[src/rtl/mips_encoder.sv]
// Encodes add/lw/sw/beq/j requests into 32-bit MIPS words, tags each with a
// running program counter, and queues {word, address} pairs in a small FIFO.
module mips_encoder #(
  parameter int          DEPTH    = 4,
  parameter logic [31:0] RESET_PC = 32'h0000_0000
) (
  input  logic                       clk,
  input  logic                       rst,
  input  logic                       in_valid,
  output logic                       in_ready,
  input  logic [2:0]                 op,
  input  logic [4:0]                 rs,
  input  logic [4:0]                 rt,
  input  logic [4:0]                 rd,
  input  logic [15:0]                imm,
  input  logic [25:0]                target,
  output logic                       out_valid,
  input  logic                       out_ready,
  output logic [31:0]                instr,
  output logic [31:0]                addr,
  output logic [$clog2(DEPTH):0]     count,
  output logic                       err,
  output logic                       err_sticky
);

  localparam int PW = $clog2(DEPTH);
  localparam int CW = PW + 1;
  localparam logic [CW-1:0] FULL = CW'(DEPTH);

  localparam logic [2:0] OP_ADD = 3'b000;
  localparam logic [2:0] OP_LW  = 3'b001;
  localparam logic [2:0] OP_SW  = 3'b010;
  localparam logic [2:0] OP_BEQ = 3'b011;
  localparam logic [2:0] OP_J   = 3'b100;

  localparam logic [5:0] OPC_RTYPE = 6'b000000;
  localparam logic [5:0] OPC_LW    = 6'b100011;
  localparam logic [5:0] OPC_SW    = 6'b101011;
  localparam logic [5:0] OPC_BEQ   = 6'b000100;
  localparam logic [5:0] OPC_J     = 6'b000010;
  localparam logic [5:0] FUNCT_ADD = 6'b100000;

  logic [31:0]   word_mem [DEPTH];
  logic [31:0]   addr_mem [DEPTH];
  logic [PW-1:0] wptr;
  logic [PW-1:0] rptr;
  logic [CW-1:0] cnt;
  logic [31:0]   pc;
  logic          err_q;
  logic          sticky_q;

  logic [31:0]   word;
  logic          legal;
  logic          accept;
  logic          push;
  logic          pop;

  // Handshakes: a transfer happens on a rising edge where valid && ready.
  // in_ready depends only on occupancy, never on out_ready, so a full FIFO
  // refuses input even when it is being drained in the same cycle.
  assign in_ready   = (cnt != FULL);
  assign out_valid  = (cnt != '0);
  assign count      = cnt;
  assign instr      = word_mem[rptr];
  assign addr       = addr_mem[rptr];
  assign err        = err_q;
  assign err_sticky = sticky_q;

  assign accept = in_valid && in_ready;
  assign push   = accept && legal;
  assign pop    = out_valid && out_ready;

  always_comb begin
    word  = 32'h0000_0000;
    legal = 1'b1;
    case (op)
      OP_ADD:  word = {OPC_RTYPE, rs, rt, rd, 5'b00000, FUNCT_ADD};
      OP_LW:   word = {OPC_LW, rs, rt, imm};
      OP_SW:   word = {OPC_SW, rs, rt, imm};
      OP_BEQ:  word = {OPC_BEQ, rs, rt, imm};
      OP_J:    word = {OPC_J, target};
      default: legal = 1'b0;
    endcase
  end

  // Memory is cleared on reset so the head outputs are defined, not X.
  always_ff @(posedge clk) begin
    if (rst) begin
      wptr     <= '0;
      rptr     <= '0;
      cnt      <= '0;
      pc       <= RESET_PC;
      err_q    <= 1'b0;
      sticky_q <= 1'b0;
      for (int i = 0; i < DEPTH; i++) begin
        word_mem[i] <= 32'h0000_0000;
        addr_mem[i] <= 32'h0000_0000;
      end
    end else begin
      err_q <= accept && !legal;
      if (accept && !legal) begin
        sticky_q <= 1'b1;
      end
      if (push) begin
        word_mem[wptr] <= word;
        addr_mem[wptr] <= pc;
        wptr           <= wptr + 1'b1;
        pc             <= pc + 32'd4;
      end
      if (pop) begin
        rptr <= rptr + 1'b1;
      end
      case ({push, pop})
        2'b10:   cnt <= cnt + 1'b1;
        2'b01:   cnt <= cnt - 1'b1;
        default: cnt <= cnt;
      endcase
    end
  end

endmodule

[config.mk]
export PLATFORM = sky130hd
export DESIGN_NAME = mips_encoder
export DESIGN_NICKNAME = d
export VERILOG_FILES = /design/src/rtl/mips_encoder.sv
export SDC_FILE = /design/constraint.sdc
export NUM_CORES = 1
export LEC_CHECK = 0
export CORE_ASPECT_RATIO = 0.9
export CORE_MARGIN = 2
export CORE_UTILIZATION = 61
export DETAILED_ROUTE_END_ITERATION = 8
export PLACE_DENSITY = 0.85
export SYNTH_ARGS = -nofsm -noshare
export SYNTH_HDL_FRONTEND = slang
export SYNTH_SLANG_ARGS = --single-unit
[constraint.sdc]
create_clock -name clk -period 14.7 [get_ports clk]
set_clock_uncertainty 0.15 [all_clocks]
set_input_delay 2.94 -clock clk [delete_from_list [all_inputs] [get_ports clk]]
set_output_delay 2.94 -clock clk [all_outputs]
set_load 0.02 [all_outputs]
==> results summary, run 1 <==
The run finished with clean final reports. The finished layout holds 1291 standard cells, fillers aside. The count of maximum capacitance violations came out at 0.

The cell area after layout came out at 14950 um^2. CTS built an H-tree with a depth of 1. The total setup buffers inserted after CTS came out at 0. The required time of the critical path came out at 11.61 ns. In this run the critical register-to-register path is launched from count[2].

The internal portion of the total power is 1.594 mW. The static leakage power came out at 5.156 nW. The startpoint type of the worst setup path is a register. Cells fill 74.56% of the core in the end. The total number of yosys warnings is 0. The final layout contains routed wiring with a total length of 27.78 mm.

The worst hold path begins at pc[31]. The count of pins over their slew limit came out at 0. The post-cts resize count is 0. The worst reg-to-reg path cell count came out at 9. The met2 track demand over resource in global routing is 43.35%. The relative contribution of sequential cells to total power is 43.2%. The combinational fraction of design power is 24.1%. In the final routed layout, each cell accounts on average for 21.52 um. The average via count per standard cell came out at 6.280.

The share of power burned in the clock network is 32.6%. The cell sitting at the root of the clock tree is a sky130_fd_sc_hd__clkbuf_16. The final layout contains 1080 nets. Net switching is 27.49% of the power.

The worst pin sits at a relative slew slack of 25.12%. The share of the clock period used by the worst path after layout is 42.27%. Based on the critical path, the design can be clocked at up to 0.1609 GHz. For this design the ratio of total power to cell area is 147.0 nW/um^2.

Counting flops with a built-in enable in the synthesized netlist gives 240. The worst hold path depth is 2. The total CTS buffers is 28.

The min-delay analysis places its worst path in the category register to register. The detailed-placement wirelength estimate came out at 16.29 mm. The area added between synthesis and finish is 19.22%.

Buffers inserted to repair hold after CTS numbered 0. CTS saw 281 sinks. The number of distinct library cell variants in the gate-level netlist after synthesis is 44. The count of buffers added on input and output ports is 131. The cell area that synthesis handed to floorplanning was 12540 um^2.

After layout, the minimum clock period comes to 6.214 ns. met2 is the most crowded layer. Global routing consumed, over all layers together, 25.64% of the routing resources. The height of the die came out at 140.0 um. Among all flip-flop cells after synthesis, the most frequent one is sky130_fd_sc_hd__edfxtp_1. The pin count of the biggest net entering global routing is 74. The clock insertion delay at the later pin of the skew report is 0.54 ns. Data on the critical path arrives at its endpoint at 3.12 ns. The area of the core came out at 20050 um^2.

The maximum count of clock buffers along a single path is 3. The wire length of the first global-routing pass is 43.39 mm. The final setup violation count is 0.

The area enclosed by the die boundary is 21720 um^2. The final number of hold-violating endpoints is 0. The row count is 49. The met3 usage in global routing is 3.311%. The sequential-to-total area share from yosys stat is 64.03%. The setup TNS is 0 ns. The count of antenna-violating nets left after detailed routing is 0. The fraction of registers with async set or reset after synthesis came out at 0%. The placed standard-cell area came out at 14000 um^2. For this run, design rule violations remaining after detail routing come to 0. The number of instances in the synthesized netlist is 912.

The starting density of the core came out at 62.54%. The routability-driven placement congestion ratio came out at 0.7860. The initial antenna violation count is 0. For this run, the detailed router's first-pass iteration total came to 5. The number of vias after detailed routing came out at 8107.

Measured along the x axis, the die boundary spans 155.1 um. Setup repair after global routing left no endpoint under its margin. The category of the most critical setup path is register to output pin. Averaged over all synthesized cells, the footprint is 13.75 um^2. The number of placed instances, taps included, is 1238.

The slew of the pin with the lowest slew margin came out at 1.122 ns. Global routing used 35.26% of the available met1 tracks. The residual overflow from global routing is 0.

The highest ir drop seen on vdd came out at 106.4 uV. The switching power total is 604.2 uW. The biggest fanout along the worst timing path came out at 42. The clock input transition at the sequential cells of the worst setup and hold paths is 0.06 ns. The design draws 2.198 mW. After the first detailed-routing iteration, the DRC count stood at 730. Of the cells placed in the final design, the portion with a size suffix greater than 1 is 14.11%.

The number of global-route vias before repair is 8160. STA classifies the critical path endpoint as an output pin. TritonCTS built the clock tree.

In this run, synthesis produced a sequential element count of 281. The total I/O pin count is 135.
[power by group through the flow]
stage / Clock (mW) / Combinational (mW) / Sequential (mW)
after floorplan: 0 / 0.338 / 0.949
after global placement: 0 / 0.528 / 0.965
after detailed placement: 0 / 0.532 / 0.968
after CTS: 0.719 / 0.536 / 0.952
after global routing: 0.750 / 0.558 / 0.958
final: 0.717 / 0.530 / 0.951
[metal layers]
| layer | share of wire [%] | wire length (um) |
|---|---|---|
| met5 | 0 | 0 |
| met4 | 2.3 | 648 |
| met3 | 7.3 | 2017 |
| met2 | 51 | 14190 |
| met1 | 39 | 10920 |
[kinds of logic (layout without fill, tap and decap cells)]
logic type	after synthesis	in the layout	synth area share (%)
compound gates	79	79	3.712
xor+xnor	11	11	0.7684
fa+ha+maj	3	3	0.3592
buf+inv	92	213	3.093
flops	281	281	64.03
mux	73	73	11.89
other cells	1	4	0.02991
simple gates	372	372	16.13
[final timing paths]
check	to	slack, ns
setup reg to reg	count[2]	11.17
hold / removal	pc[31]	0.37
setup / recovery	addr[14]	8.49
hold reg to reg	pc[31]	0.37
[cell usage after synthesis (all sizes together), types with 2 or more instances]
master	number	area, um^2
nor4	3	18.77
nor2b	17	106.4
clkbuf	53	198.9
mux2	7	78.83
nand3	11	55.05
nor3b	11	82.58
and2	81	506.7
xnor2	4	35.03
nand4	12	75.07
nand2	18	67.56
o21a	2	15.01
nor3	48	240.2
or4	15	116.4
and4	7	61.31
dfxtp	41	820.8
o31ai	12	90.09
a21oi	26	130.1
nor2	98	367.9
a31oi	20	125.1
ha	2	25.02
or3	13	81.33
mux4	60	1351
inv	15	56.30
and3	28	175.2
or2	6	37.54
buf	23	128.9
mux2i	6	60.06
edfxtp	240	7207
nand2b	2	12.51
xor2	7	61.31
o21ai	16	80.07
[worst max-delay path, cell delays in order, from the launching register on]
cell                              delay [ns]
sky130_fd_sc_hd__dfxtp_4                0.60
sky130_fd_sc_hd__buf_4                  0.75
sky130_fd_sc_hd__mux4_2                 0.65
sky130_fd_sc_hd__clkdlybuf4s50_1        0.57
[placed cells by master (no fill, tap or decap), types with 4 or more instances in the layout]
cell and n:
sky130_fd_sc_hd__edfxtp_1 240, sky130_fd_sc_hd__clkdlybuf4s50_1 130, sky130_fd_sc_hd__nor2_1 94, sky130_fd_sc_hd__and2_1 81, sky130_fd_sc_hd__mux4_2 60, sky130_fd_sc_hd__nor3_1 48, sky130_fd_sc_hd__dfxtp_1 39, sky130_fd_sc_hd__clkbuf_16 30
sky130_fd_sc_hd__and3_1 28, sky130_fd_sc_hd__a21oi_1 26, sky130_fd_sc_hd__a31oi_1 20, sky130_fd_sc_hd__nor2b_1 17, sky130_fd_sc_hd__nand2_1 16, sky130_fd_sc_hd__inv_1 15, sky130_fd_sc_hd__or4_1 14, sky130_fd_sc_hd__buf_4 14
sky130_fd_sc_hd__or3_1 13, sky130_fd_sc_hd__o21ai_0 13, sky130_fd_sc_hd__nand4_1 12, sky130_fd_sc_hd__o31ai_1 12, sky130_fd_sc_hd__nor3b_1 11, sky130_fd_sc_hd__nand3_1 10, sky130_fd_sc_hd__xor2_1 7, sky130_fd_sc_hd__mux2_2 7
sky130_fd_sc_hd__and4_1 7, sky130_fd_sc_hd__mux2i_1 6, sky130_fd_sc_hd__or2_2 6, sky130_fd_sc_hd__clkbuf_1 5, sky130_fd_sc_hd__clkinv_2 5, sky130_fd_sc_hd__xnor2_1 4, sky130_fd_sc_hd__nor2_2 4
[flip-flops by register name, summed over array words and instances, names as in the netlist, named ones only]
| signal | count |
|---|---|
| wptr | 2 |
| rptr | 2 |
| word_mem | 120 |
| pc | 30 |
| err | 1 |
| count | 3 |
| err_sticky | 1 |
| addr_mem | 120 |
[area by class of cell]
class	instances	area (um^2)
sequential	281	8033
timing repair buffer	145	1411
tap	255	319.1
inverter	16	60.06
clock buffer	38	810.8
multi-input combinational	541	4179
fill	1184	5100
clock inverter	14	132.6
antenna	1	2.502
[metrics by stage]
step / worst slack (ns) / hold WS [ns]
global placement: 8.600 / 0.3498
floorplan: 5.978 / 0.3224
finish: 8.486 / 0.3665
CTS: 8.380 / 0.3655
global route: 8.254 / 0.3920
detailed placement: 8.517 / 0.3570
No activity file was read; power rests on OpenSTA's default activity.
==> run 2, diff against run 1 <==
- CORE_UTILIZATION: 61 -> 57
- PLACE_DENSITY: 0.85 -> 0.8
- clock period: 14.7 -> 6 ns (I/O delays scaled with it)
==> results summary, run 2 (synthesis results as in run 1) <==
The worst hold path belongs to the class register to register. The count of pins over their slew limit is 0 (unchanged). The pin count of the biggest net entering global routing came out at 61 (-18%). The share of the clock period used by the worst path after layout is 72.98%. The run finished with clean final reports. The fraction of layout instances using a drive strength above 1 is 14.44% (+0.33 points). The highest ir drop seen on vdd came out at 296.1 uV (+180%). CTS placed an instance of sky130_fd_sc_hd__clkbuf_16 at the clock tree root. The number of hold buffers added after cts is 0 (unchanged). The worst setup path is launched from a register. The share of power burned in the clock network is 33.5% (+0.9 points).

The slew of the pin with the lowest slew margin came out at 0.9408 ns (-0.1812 ns). The final setup violation count is 0 (unchanged). The setup slack after layout came out at 1.621 ns (-6.865 ns). The die span in x is 160.3 um (+3.4%). The static leakage power is 5.221 nW (+1.3%). The total internal power came to 3.991 mW (+150%).

The total setup buffers inserted after CTS is 0 (unchanged). The placed standard-cell area was 14080 um^2 (+0.59%). The average via count per standard cell was 6.034 (-3.9%). The count of antenna-violating nets left after detailed routing came out at 0 (unchanged).

The worst reg-to-reg path cell count is 9 (unchanged). The minimum clock period came out at 4.379 ns. The detailed-placement wirelength estimate is 16.71 mm (+2.6%).

The slowest stage of the critical path belongs to the cell sky130_fd_sc_hd__dfxtp_2. The routed length per placed instance came out at 21.09 um (-2.0%). The port buffer count came out at 131 (unchanged).

The largest incremental delay on the critical path was 0.88 ns (+0.13 ns). The total CTS buffers came out at 28 (unchanged). The endpoint identified for the worst register-to-register timing path is count[2].

The setup TNS is 0 ns (unchanged). Setup repair after global routing left no endpoint under its margin. The area added between synthesis and finish is 20.27%. The relative contribution of sequential cells to total power is 42.7% (-0.5 points). The maximum count of clock buffers along a single path was 3 (unchanged). The worst hold path depth is 2 (unchanged). For hold timing, the worst endpoint is pc[8]. Based on the critical path, the design can be clocked at up to 0.2284 GHz. The count of maximum capacitance violations was 0 (unchanged). The total DRC errors in the routed layout was 0 (unchanged).

The starting density of the core came to 57.96% (-4.6 points). The share of the core filled with cells is 69.71% (-4.9 points). The switching power total came to 1.485 mW (+150%).

The wire length of the first global-routing pass came out at 44.10 mm (+1.6%). The area of the core came out at 21630 um^2 (+7.9%). The global-route total usage across every layer came out at 24.52% (-1.1 points). The initial detailed-routing violation count is 821 (+12%). The height of the die came out at 144.7 um (+3.3%).

The clock input transition at the sequential cells of the worst setup and hold paths came out at 0.06 ns (about the same). The number of nets in the layout came out at 1084 (+0.37%). The top cell types in the final layout, fill and taps aside, are sky130_fd_sc_hd__edfxtp_1 (240), sky130_fd_sc_hd__clkdlybuf4s50_1 (130), sky130_fd_sc_hd__nor2_1 (96).

The number of H-tree levels is 1 (unchanged). The antenna cell count is 0 (-1). The row count came to 51 (+4.1%).

The worst setup slack before clock tree synthesis is 1.638 ns (-6.879 ns). The worst register-to-register path begins at count[2]. The biggest fanout along the worst timing path came out at 32 (-24%).

The total I/O pin count is 135 (unchanged). The cell area after layout came to 15080 um^2 (+0.88%). TritonCTS built the clock tree. The category of the most critical setup path is register to output pin.

The reg-to-reg setup timing slack came out at 2.34 ns (-8.83 ns). The final number of hold-violating endpoints is 0 (unchanged). The combinational fraction of design power came to 23.8% (-0.3 points). The number of global-route vias before repair came out at 7909 (-3.1%).

The post-cts resize count is 0 (unchanged). In the final layout, the registers with the most flip-flops are addr_mem (120), word_mem (120), pc (30). The number of sinks handled by clock tree synthesis came out at 281 (unchanged). The arrival time reported for the critical path endpoint was 3.03 ns (-0.09 ns).

The power per cell area is 363.1 nW/um^2 (+150%). The routability-driven placement congestion ratio came out at 0.7962 (+1.3%). The net switching share of the total power came out at 27.12% (-0.37 points). The initial antenna violation count was 0 (unchanged). The number of vias after detailed routing is 8025 (-1.0%). The aggregate routed wire length is 28.05 mm (+0.97%). The final-layout fill cell count is 1402 (+18%). The residual overflow from global routing is 0 (unchanged). Traced cell by cell, the critical path runs through buf_4, mux4_2, clkdlybuf4s50_1. The worst setup path is captured at an output pin. The required time of the critical path was 4.65 ns (-6.96 ns). The startpoint identified for the worst hold timing path is pc[8]. Leaving out fill and tap cells, the most frequent cell in the layout is sky130_fd_sc_hd__edfxtp_1.

The length of the first detailed-routing pass in iterations was 5 (unchanged). The area enclosed by the die boundary came to 23200 um^2 (+6.8%). The tightest slew margin relative to the limit came out at 37.28% (+12 points). The clock insertion delay at the later pin of the skew report came out at 0.53 ns (about the same).
run 2: how the worst max path moves through the flow:
stage | slack [ns] | end | startpoint | cells after the start
final | 1.62 | addr[30] | register | 3
after global placement | 1.70 | addr_mem[2][13] | op[0] | 5
after detailed placement | 1.64 | addr_mem[2][16] | op[0] | 5
after CTS | 1.59 | addr[30] | register | 3
after global routing | 1.51 | addr[30] | register | 3
after floorplan | 0.64 | addr_mem[2][10] | op[0] | 5
run 2: routing by layer:
layer | up-vias | routed length (um) | GRT usage, %
li1 | 3647 | - | -
met4 | 0 | 547 | 7.018
met3 | 41 | 2045 | 3.762
met5 | - | 0 | 0
met2 | 332 | 13780 | 39.64
met1 | 4005 | 11670 | 35.39
run 2: per-stage QoR:
| stage | instances | power (mW) | hold WS [ns] |
|---|---|---|---|
| 6_report | 1330 | 5.476 | 0.3705 |
| 3_3_place_gp | 1278 | 3.671 | 0.3438 |
| 5_1_grt | 1330 | 5.676 | 0.4069 |
| 3_5_place_dp | 1278 | 3.688 | 0.3630 |
| 2_1_floorplan | 914 | 3.151 | 0.3224 |
| 4_1_cts | 1330 | 5.510 | 0.3700 |
run 2: cell type report:
| type | count | area [um^2] | share of cell area, % |
|---|---|---|---|
| multi-input combinational | 541 | 4174 | 27.68 |
| tap | 291 | 364.1 | 2.415 |
| sequential | 281 | 8033 | 53.27 |
| timing repair buffer | 149 | 1454 | 9.642 |
| clock inverter | 8 | 96.34 | 0.6389 |
| inverter | 16 | 60.06 | 0.3983 |
| clock buffer | 44 | 898.4 | 5.958 |
run 2: critical path, delay by kind of cell, from the launching register on:
family	cells	cell delay, ns
buffers and inverters	2	1.15
DFF	1	0.88
muxes	1	0.45
run 2: power groups by stage:
stage	clock network (mW)	logic (mW)	registers (mW)
detailed placement	0	1.31	2.38
floorplan	0	0.828	2.32
finish	1.83	1.31	2.34
global placement	0	1.30	2.37
global route	1.93	1.39	2.35
CTS	1.85	1.32	2.34
